--- config.mk ---
export PLATFORM = sky130hd
export DESIGN_NAME = piso_serializer
export DESIGN_NICKNAME = d
export VERILOG_FILES = /design/src/rtl/pipo_pkg.sv /design/src/rtl/piso_serializer_mod_counter.sv /design/src/rtl/piso_serializer.sv
export SDC_FILE = /design/constraint.sdc
export NUM_CORES = 1
export LEC_CHECK = 0
export BUFFER_PORTS_ARGS = -buffer_cell sky130_fd_sc_hd__buf_2
export CAP_MARGIN = 20
export CORE_AREA = 2 2 39 41
export CTS_BUF_LIST = sky130_fd_sc_hd__clkbuf_4 sky130_fd_sc_hd__clkbuf_8 sky130_fd_sc_hd__clkbuf_16
export CTS_CLUSTER_DIAMETER = 40
export DETAILED_ROUTE_END_ITERATION = 7
export DIE_AREA = 0 0 41 43
export GPL_ROUTABILITY_DRIVEN = 1
export PLACE_DENSITY = 0.49
export RECOVER_POWER = 25
export REMOVE_ABC_BUFFERS = 1
export SLEW_MARGIN = 20
export SYNTH_ARGS = -nofsm -noshare
export SYNTH_HDL_FRONTEND = slang
export SYNTH_HIERARCHICAL = 1
export SYNTH_SLANG_ARGS = --single-unit
--- constraint.sdc ---
create_clock -name i_clk -period 1.6 [get_ports i_clk]
set_input_delay 0.16 -clock i_clk [delete_from_list [all_inputs] [get_ports i_clk]]
set_output_delay 0.16 -clock i_clk [all_outputs]
set_load 0.005 [all_outputs]
--- src/rtl/pipo_pkg.sv ---
// ----------------------------------------------------------------------------
// pipo_pkg
//   Types shared by the pipo register family. The serializer uses the two-state
//   FSM encoding below.
// ----------------------------------------------------------------------------
package pipo_pkg;

    // IDLE : no word held, serial output invalid
    // SHIFT: a word is being emitted, one bit per accepted serial beat
    typedef enum logic {
        IDLE,
        SHIFT
    } piso_state_t;

endpackage

--- src/rtl/piso_serializer_mod_counter.sv ---
// ----------------------------------------------------------------------------
// piso_serializer_mod_counter
//   Modulo-MODULUS up-counter with synchronous clear and enable.
//   o_tc flags the terminal count (MODULUS-1); an enabled increment from the
//   terminal count wraps to zero. Clear takes priority over enable.
//
// Ports
//   i_clk  clock, all state on posedge
//   i_rst  synchronous active-high reset, count -> 0
//   i_clr  synchronous clear, count -> 0 (wins over i_en)
//   i_en   advance the count by one
//   o_tc   count == MODULUS-1
// ----------------------------------------------------------------------------
module piso_serializer_mod_counter #(
    parameter int unsigned MODULUS = 4,
    parameter int unsigned CW      = (MODULUS > 1) ? $clog2(MODULUS) : 1
) (
    input  logic i_clk,
    input  logic i_rst,
    input  logic i_clr,
    input  logic i_en,
    output logic o_tc
);

    localparam logic [CW-1:0] LastCount = CW'(MODULUS - 1);

    logic [CW-1:0] r_count;
    logic [CW-1:0] w_count_next;
    logic          w_tc;

    assign w_tc = (r_count == LastCount);
    assign o_tc = w_tc;

    always_comb begin
        w_count_next = r_count;
        if (i_clr) begin
            w_count_next = '0;
        end else if (i_en) begin
            // Wrap explicitly so non-power-of-two moduli never pass LastCount.
            w_count_next = w_tc ? '0 : r_count + CW'(1);
        end
    end

    always_ff @(posedge i_clk) begin
        if (i_rst) begin
            r_count <= '0;
        end else begin
            r_count <= w_count_next;
        end
    end

endmodule

--- src/rtl/piso_serializer.sv ---
// ----------------------------------------------------------------------------
// piso_serializer
//   Parallel-in serial-out stage. Accepts a WIDTH-bit word over a valid/ready
//   handshake and emits it one bit per accepted serial beat, marking the final
//   bit with o_so_last. A new word can be accepted in the same cycle as the
//   last beat of the current one, so back-to-back words stream with no gap.
//
// Parameters
//   WIDTH      word width in bits (>= 2)
//   MSB_FIRST  1: bit WIDTH-1 leaves first; 0: bit 0 leaves first
//
// Ports
//   i_clk        clock, all state on posedge
//   i_rst        synchronous active-high reset
//   i_pi         parallel word, sampled only on accept
//   i_pi_valid   i_pi holds a word to load
//   o_pi_ready   block can accept i_pi this cycle (combinational)
//   o_so         serial data bit (from register state)
//   o_so_valid   o_so is a valid bit
//   o_so_last    o_so is the final bit of the current word
//   i_so_ready   downstream consumes o_so this cycle
// ----------------------------------------------------------------------------
module piso_serializer
    import pipo_pkg::*;
#(
    parameter int unsigned WIDTH     = 4,
    parameter bit          MSB_FIRST = 1'b1
) (
    input  logic             i_clk,
    input  logic             i_rst,
    input  logic [WIDTH-1:0] i_pi,
    input  logic             i_pi_valid,
    output logic             o_pi_ready,
    output logic             o_so,
    output logic             o_so_valid,
    output logic             o_so_last,
    input  logic             i_so_ready
);

    piso_state_t      r_state;
    piso_state_t      w_state_next;
    logic [WIDTH-1:0] r_shift;

    logic w_so_valid;
    logic w_so_last;
    logic w_pi_ready;
    logic w_accept;
    logic w_beat;
    logic w_tc;

    assign w_accept = i_pi_valid && w_pi_ready;
    assign w_beat   = w_so_valid && i_so_ready;

    // ------------------------------------------------------------------------
    // Bit counter: cleared on every load, advanced on every beat. The final
    // beat wraps it back to zero, so IDLE always sees count 0.
    // ------------------------------------------------------------------------
    piso_serializer_mod_counter #(
        .MODULUS (WIDTH)
    ) u_bit_cnt (
        .i_clk (i_clk),
        .i_rst (i_rst),
        .i_clr (w_accept),
        .i_en  (w_beat),
        .o_tc  (w_tc)
    );

    // ------------------------------------------------------------------------
    // FSM: state register
    // ------------------------------------------------------------------------
    always_ff @(posedge i_clk) begin
        if (i_rst) begin
            r_state <= IDLE;
        end else begin
            r_state <= w_state_next;
        end
    end

    // ------------------------------------------------------------------------
    // FSM: next state
    // ------------------------------------------------------------------------
    always_comb begin
        w_state_next = r_state;
        unique case (r_state)
            IDLE: begin
                if (w_accept) begin
                    w_state_next = SHIFT;
                end
            end
            SHIFT: begin
                // Last beat either chains straight into the next word or idles.
                if (w_beat && w_tc) begin
                    w_state_next = w_accept ? SHIFT : IDLE;
                end
            end
            default: w_state_next = IDLE;
        endcase
    end

    // ------------------------------------------------------------------------
    // FSM: outputs
    // so_valid/so_last/so are pure functions of registered state, so they
    // change only on the clock edge. pi_ready looks at so_ready so the last
    // beat and the next load can share a cycle.
    // ------------------------------------------------------------------------
    always_comb begin
        w_so_valid = (r_state == SHIFT);
        w_so_last  = (r_state == SHIFT) && w_tc;
        w_pi_ready = !i_rst &&
                     ((r_state == IDLE) || (w_so_valid && w_so_last && i_so_ready));
    end

    assign o_so_valid = w_so_valid;
    assign o_so_last  = w_so_last;
    assign o_pi_ready = w_pi_ready;
    assign o_so       = MSB_FIRST ? r_shift[WIDTH-1] : r_shift[0];

    // ------------------------------------------------------------------------
    // Shift register: load wins over shift so a chained word replaces the
    // finished one in the same edge.
    // ------------------------------------------------------------------------
    always_ff @(posedge i_clk) begin
        if (i_rst) begin
            r_shift <= '0;
        end else if (w_accept) begin
            r_shift <= i_pi;
        end else if (w_beat) begin
            if (MSB_FIRST) begin
                r_shift <= {r_shift[WIDTH-2:0], 1'b0};
            end else begin
                r_shift <= {1'b0, r_shift[WIDTH-1:1]};
            end
        end
    end

endmodule
# Word level (Yosys, flattened, before mapping)
# Index checks and enable logic that the tools add are counted.
[op_classes] n_mux=6 bitwise_logic=1 reduce_logical=11 add_sub_neg=1 n_eq_ne=1
[ops] cell="2-to-1 mux 4 bit" count=2
[ops] cell="logical AND 1 bit" count=7
[ops] cell="adder 2 x 1 -> 2 bit (second input constant)" count=1
[ops] cell="== test 2 bit (second input constant)" count=1
[ops] cell="2-to-1 mux 1 bit" count=2
[ops] cell="2-to-1 mux 2 bit" count=1
[ops] cell="one-hot mux 1 bit (2 select lines)" count=1
[ops] cell="nonzero test 2 bit" count=1
[ops] cell="OR reduction 2 bit" count=1
[ops] cell="zero test 1 bit" count=1
[ops] cell="logical OR 1 bit" count=1
[ops] cell="NOT 1 bit" count=1
[totals] out_inout_bits=4 word_cells=23 regBits=7

# Logic depth before layout (Yosys ltp)
[logic_depth] depth_word=10 ltp_mapped=5 depth_no_buf=5

# Modules after synthesis
# Netlist, hierarchy kept.
[by_module_without_submodules] mod="piso_serializer" cells_each=26 area_each_um2=242.7 instances=1
[by_module_without_submodules] mod="piso_serializer_mod_counter" cells_each=8 area_each_um2=95.1 instances=1

# Worst setup path after synthesis
# No wires, ideal clock.
[synth_timing] path_type="register to register" from="register r_state (netlist: o_so_valid)" to="register u_bit_cnt.r_count[0]" setup_ns=0.079 path_stages_with_launch=5 path_slack_ns=0.420 arrival_ns=1.101 path_buffers=0 cell_sequence="dfxtp_1 nand2_2 inv_1 or3b_1 a211oi_2"
[synth_via] word_cells_on_any_way=9 classes_between="bitwise: 1; reduce/logical: 8"
[synth_rtl] item="start: declaration" line_no="piso_serializer.sv:40" rtl="piso_state_t r_state;"
[synth_rtl] item="start signal: assignment" line_no="piso_serializer.sv:75" rtl="r_state <= w_state_next;"
[synth_rtl] item="logical AND 1 bit" line_no="piso_serializer.sv:52" rtl="assign w_beat = w_so_valid && i_so_ready;"
[synth_rtl] item="via w_beat" line_no="piso_serializer.sv:48" rtl="logic w_beat;"
[synth_rtl] item="end signal: assignment" line_no="piso_serializer_mod_counter.sv:48" rtl="r_count <= w_count_next;"
[synth_rtl] item="end: declaration" line_no="piso_serializer_mod_counter.sv:27" rtl="logic [CW-1:0] r_count;"
# The timed path passes the listed nets, and every way through them passes these cells.
# A chain may end at the register's enable or synchronous reset.

# Worst setup path in the final report
[layout_timing] from="register u_bit_cnt.r_count[0]" to="output port o_pi_ready"
[layout_via] elab_chain_cells=6
[layout_rtl] item="== test 2 bit" line_no="piso_serializer_mod_counter.sv:31" rtl="assign w_tc = (r_count == LastCount);"
[layout_rtl] item="via w_tc" line_no="piso_serializer.sv:49" rtl="logic w_tc;"
[layout_rtl] item="logical AND 1 bit" line_no="piso_serializer.sv:108" rtl="w_so_last = (r_state == SHIFT) && w_tc;"
[layout_rtl] item="logical AND 1 bit (2 in a row)" line_no="piso_serializer.sv:110" rtl="((r_state == IDLE) || (w_so_valid && w_so_last && i_so_ready));"
[layout_rtl] item="logical OR 1 bit" line_no="piso_serializer.sv:110"
[layout_rtl] item="logical AND 1 bit" line_no="piso_serializer.sv:109" rtl="w_pi_ready = !i_rst &&"
[layout_rtl] item="end: declaration" line_no="piso_serializer.sv:33" rtl="output logic o_pi_ready,"
# The timed path passes the listed nets, and every way through them passes these cells.

==> summary.txt <==
Synth
  • Yosys reg bits: 7
  • Gate Count Post-Synth: 34
  • Post-synthesis instance area: 338 sq um
  • Post-synth top area share: 0.415
  • Largest area contributor in the netlist: dfxtp_1
  • Post-synthesis sequential area ratio: 0.415
  • Synth warn: 6
  • Avg Cell Area, Syn: 9.94 sq um
  • Synth unique cells: 17
  • Synth area leaders: dfxtp_1 (41%), mux2i_1 (12%), a221oi_1 (7.8%)

Power
  • PD cells: 952 mW/mm^2
  • Internal power: 0.327 mW
  • Sw Ratio: 0.223
  • Pleak: 0.215 nW
  • Maximum vdd ir drop: 295 uV
  • Clk pwr share: 0.404
  • Net Switching: 0.0938 mW
  • Combinational power share: 0.136
  • Total power draw: 0.421 mW
  • Sequential power share: 0.460

CTS
  • Root Driver: clkbuf_4
  • Clock Pin Slew Worst Setup and Hold Paths: 0.05 ns
  • CTS tree: built
  • Number of setup buffers added after CTS: 0
  • Cts hold-fix bufs: 0
  • H-tree Lvls: 1
  • Clk_lat worst skew: 0.24 ns
  • Clock tree buffer depth: 2
  • Post-CTS sizing: 0
  • Sink Count: 7
  • Cts bufs inserted: 3

Global route
  • Largest net degree at the start of global routing: 10
  • Overall Global Routing Usage: 0.0955
  • First-pass GRT wire length: 1100 microns
  • Total grt overflow: 0
  • Initial antenna violation count: 0
  • Number of global-route vias before repair: 285

STA
  • Relative max-transition margin: 0.853
  • Final Hold Fails: 0
  • RSZ-0062 raised after global routing: false
  • Setup-failing EPs final: 0
  • Max Transition Viols Final: 0
  • Max Freq: 691 MHz
  • Part of the cycle the worst path needs: 0.905
  • Worst clock skew: 0.00250 ns
  • Setup TNS Final: 0 ns
  • Fin crit period: 1.45 ns
  • Fin worst setup slack: 0.153 ns
  • Worst slew pin tran: 0.220 ns

Flow run
  • Max-cap violations: 0

Placement
  • Detailed placement HPWL: 488 microns
  • IO buf count: 11
  • Setup WS pre-CTS: 0.353 ns
  • Placed cells: 61
  • Routability cong.: 0.740

Worst setup path
  • CP Max Fanout: 7
  • Setup crit start kind: flop
  • Peak per-stage delay on the critical path: 0.32 ns
  • R2R Setup Slk: 0.33 ns
  • WS Path Type: reg2out
  • Worst EP arrival: 1.29 ns
  • Slowest CP cell: dfxtp_1
  • Kind of end point of the critical path: primary output
  • Worst path required time: 1.44 ns
  • Critical path cell sequence: ha_1, a21bo_4, nor2b_1, buf_2

Routing
  • Drt pass-1 iters: 2
  • Drc violations: 0
  • Via/cell ratio: 4.48
  • Routed Antenna Nets: 0
  • WL/cell: 9.80 microns
  • Detailed Route WL: 637 microns
  • DRT iter0 DRCs: 2
  • Via Count: 291

Floorplanning
  • Die X: 41 microns
  • Rows: 14
  • Die Y: 43 microns
  • IO Count: 12
  • Die area: 0.00176 sq mm
  • Starting Density: 0.244
  • Core box area: 0.00138 sq mm

Finish
  • Synth-to-Final Area Change: 30.7%
  • Multi-input gate area: 190 sq um
  • Fill cells: 145
  • Register area: 140 sq um
  • Layout cells sized above 1: 0.367
  • Fin cells: 65
  • N_diodes: 0
  • Final net count: 59

Status
  • Outcome: finished, final reports clean

Worst hold path
  • Hold Path Class: in2reg
layer usage:
layer | wire length [microns] | share of wire | global-route usage | vias up
met2 | 239 | 0.38 | 0.119 | 10
met4 | 8 | 0.013 | 0.0800 | 0
met3 | 52 | 0.082 | 0.0314 | 2
met1 | 336 | 0.53 | 0.126 | 124
met5 | 0 | 0 | 0 | -
li1 | - | - | - | 155
worst max-delay path, delay by kind of cell, from the launching register on:
family	cells	cell delay, ns
fa+ha+maj	1	0.23
simple gates	1	0.13
flops	1	0.32
buf+inv	1	0.12
compound gates	1	0.25
path summary, 6_finish.rpt:
kind,from,endpoint,cells past startpoint
worst max register to register,o_so_valid$_SDFF_PP0_,u_bit_cnt/r_count[0]$_SDFFE_PP0P_,4
worst max-delay path,u_bit_cnt/r_count[0]$_SDFFE_PP0P_,o_pi_ready,4
worst min-delay path,i_pi[0],r_shift[0]$_SDFFE_PP0P_,3
worst min register to register,r_shift[0]$_SDFFE_PP0P_,r_shift[0]$_SDFFE_PP0P_,2
power groups by stage:
| stage | Sequential, mW | Clock, mW | Combinational, mW |
|---|---|---|---|
| final | 0.194 | 0.170 | 0.0572 |
| after global routing | 0.195 | 0.184 | 0.0652 |
| after CTS | 0.193 | 0.177 | 0.0584 |
| after detailed placement | 0.197 | 0 | 0.0582 |
| after global placement | 0.197 | 0 | 0.0584 |
| after floorplan | 0.196 | 0 | 0.0348 |
cell families after synthesis:
kind of cell | after synthesis | synth area share
compound gates | 8 | 0.215
fa+ha+maj | 1 | 0.0370
buf+inv | 2 | 0.0222
flops | 7 | 0.415
mux | 4 | 0.119
simple gates | 12 | 0.193
registers in the layout (all words and copies together) (netlist names):
register and cells:
o_so_valid 1, r_shift 4, u_bit_cnt/r_count 2
through the flow:
stage	hold slack, ns	util	cell area (sq um)
2_1_floorplan	0.225	-	338
3_3_place_gp	0.435	0.298	413
3_5_place_dp	0.440	0.298	413
4_1_cts	0.181	0.320	443
5_1_grt	0.212	0.319	442
6_report	0.186	0.319	442
layout make-up:
class / count / area share
clock buffers: 4 / 0.0680
inverters: 2 / 0.0170
multi-input cells: 25 / 0.431
flip-flops and latches: 7 / 0.317
well taps: 16 / 0.0453
repair buffers: 11 / 0.122
placed cells by master (no fill, tap or decap), types with 2 or more instances in the layout:
| cell type | count |
|---|---|
| a221oi_1 | 3 |
| nand2_2 | 2 |
| clkbuf_4 | 4 |
| nor2_1 | 4 |
| mux2i_1 | 4 |
| buf_2 | 10 |
| a21oi_1 | 2 |
| inv_1 | 2 |
| dfxtp_1 | 7 |
cell usage after synthesis:
| cell type | n |
|---|---|
| a21oi_1 | 2 |
| o211ai_1 | 1 |
| nand3_1 | 1 |
| and2_1 | 1 |
| or3b_1 | 1 |
| nor2b_1 | 1 |
| a211oi_2 | 1 |
| nand2_2 | 2 |
| nand2b_1 | 1 |
| ha_1 | 1 |
| nor3_1 | 1 |
| dfxtp_1 | 7 |
| a221oi_1 | 3 |
| a21bo_4 | 1 |
| inv_1 | 2 |
| mux2i_1 | 4 |
| nor2_1 | 4 |
Note: power is estimated with default switching activity, not from simulation.
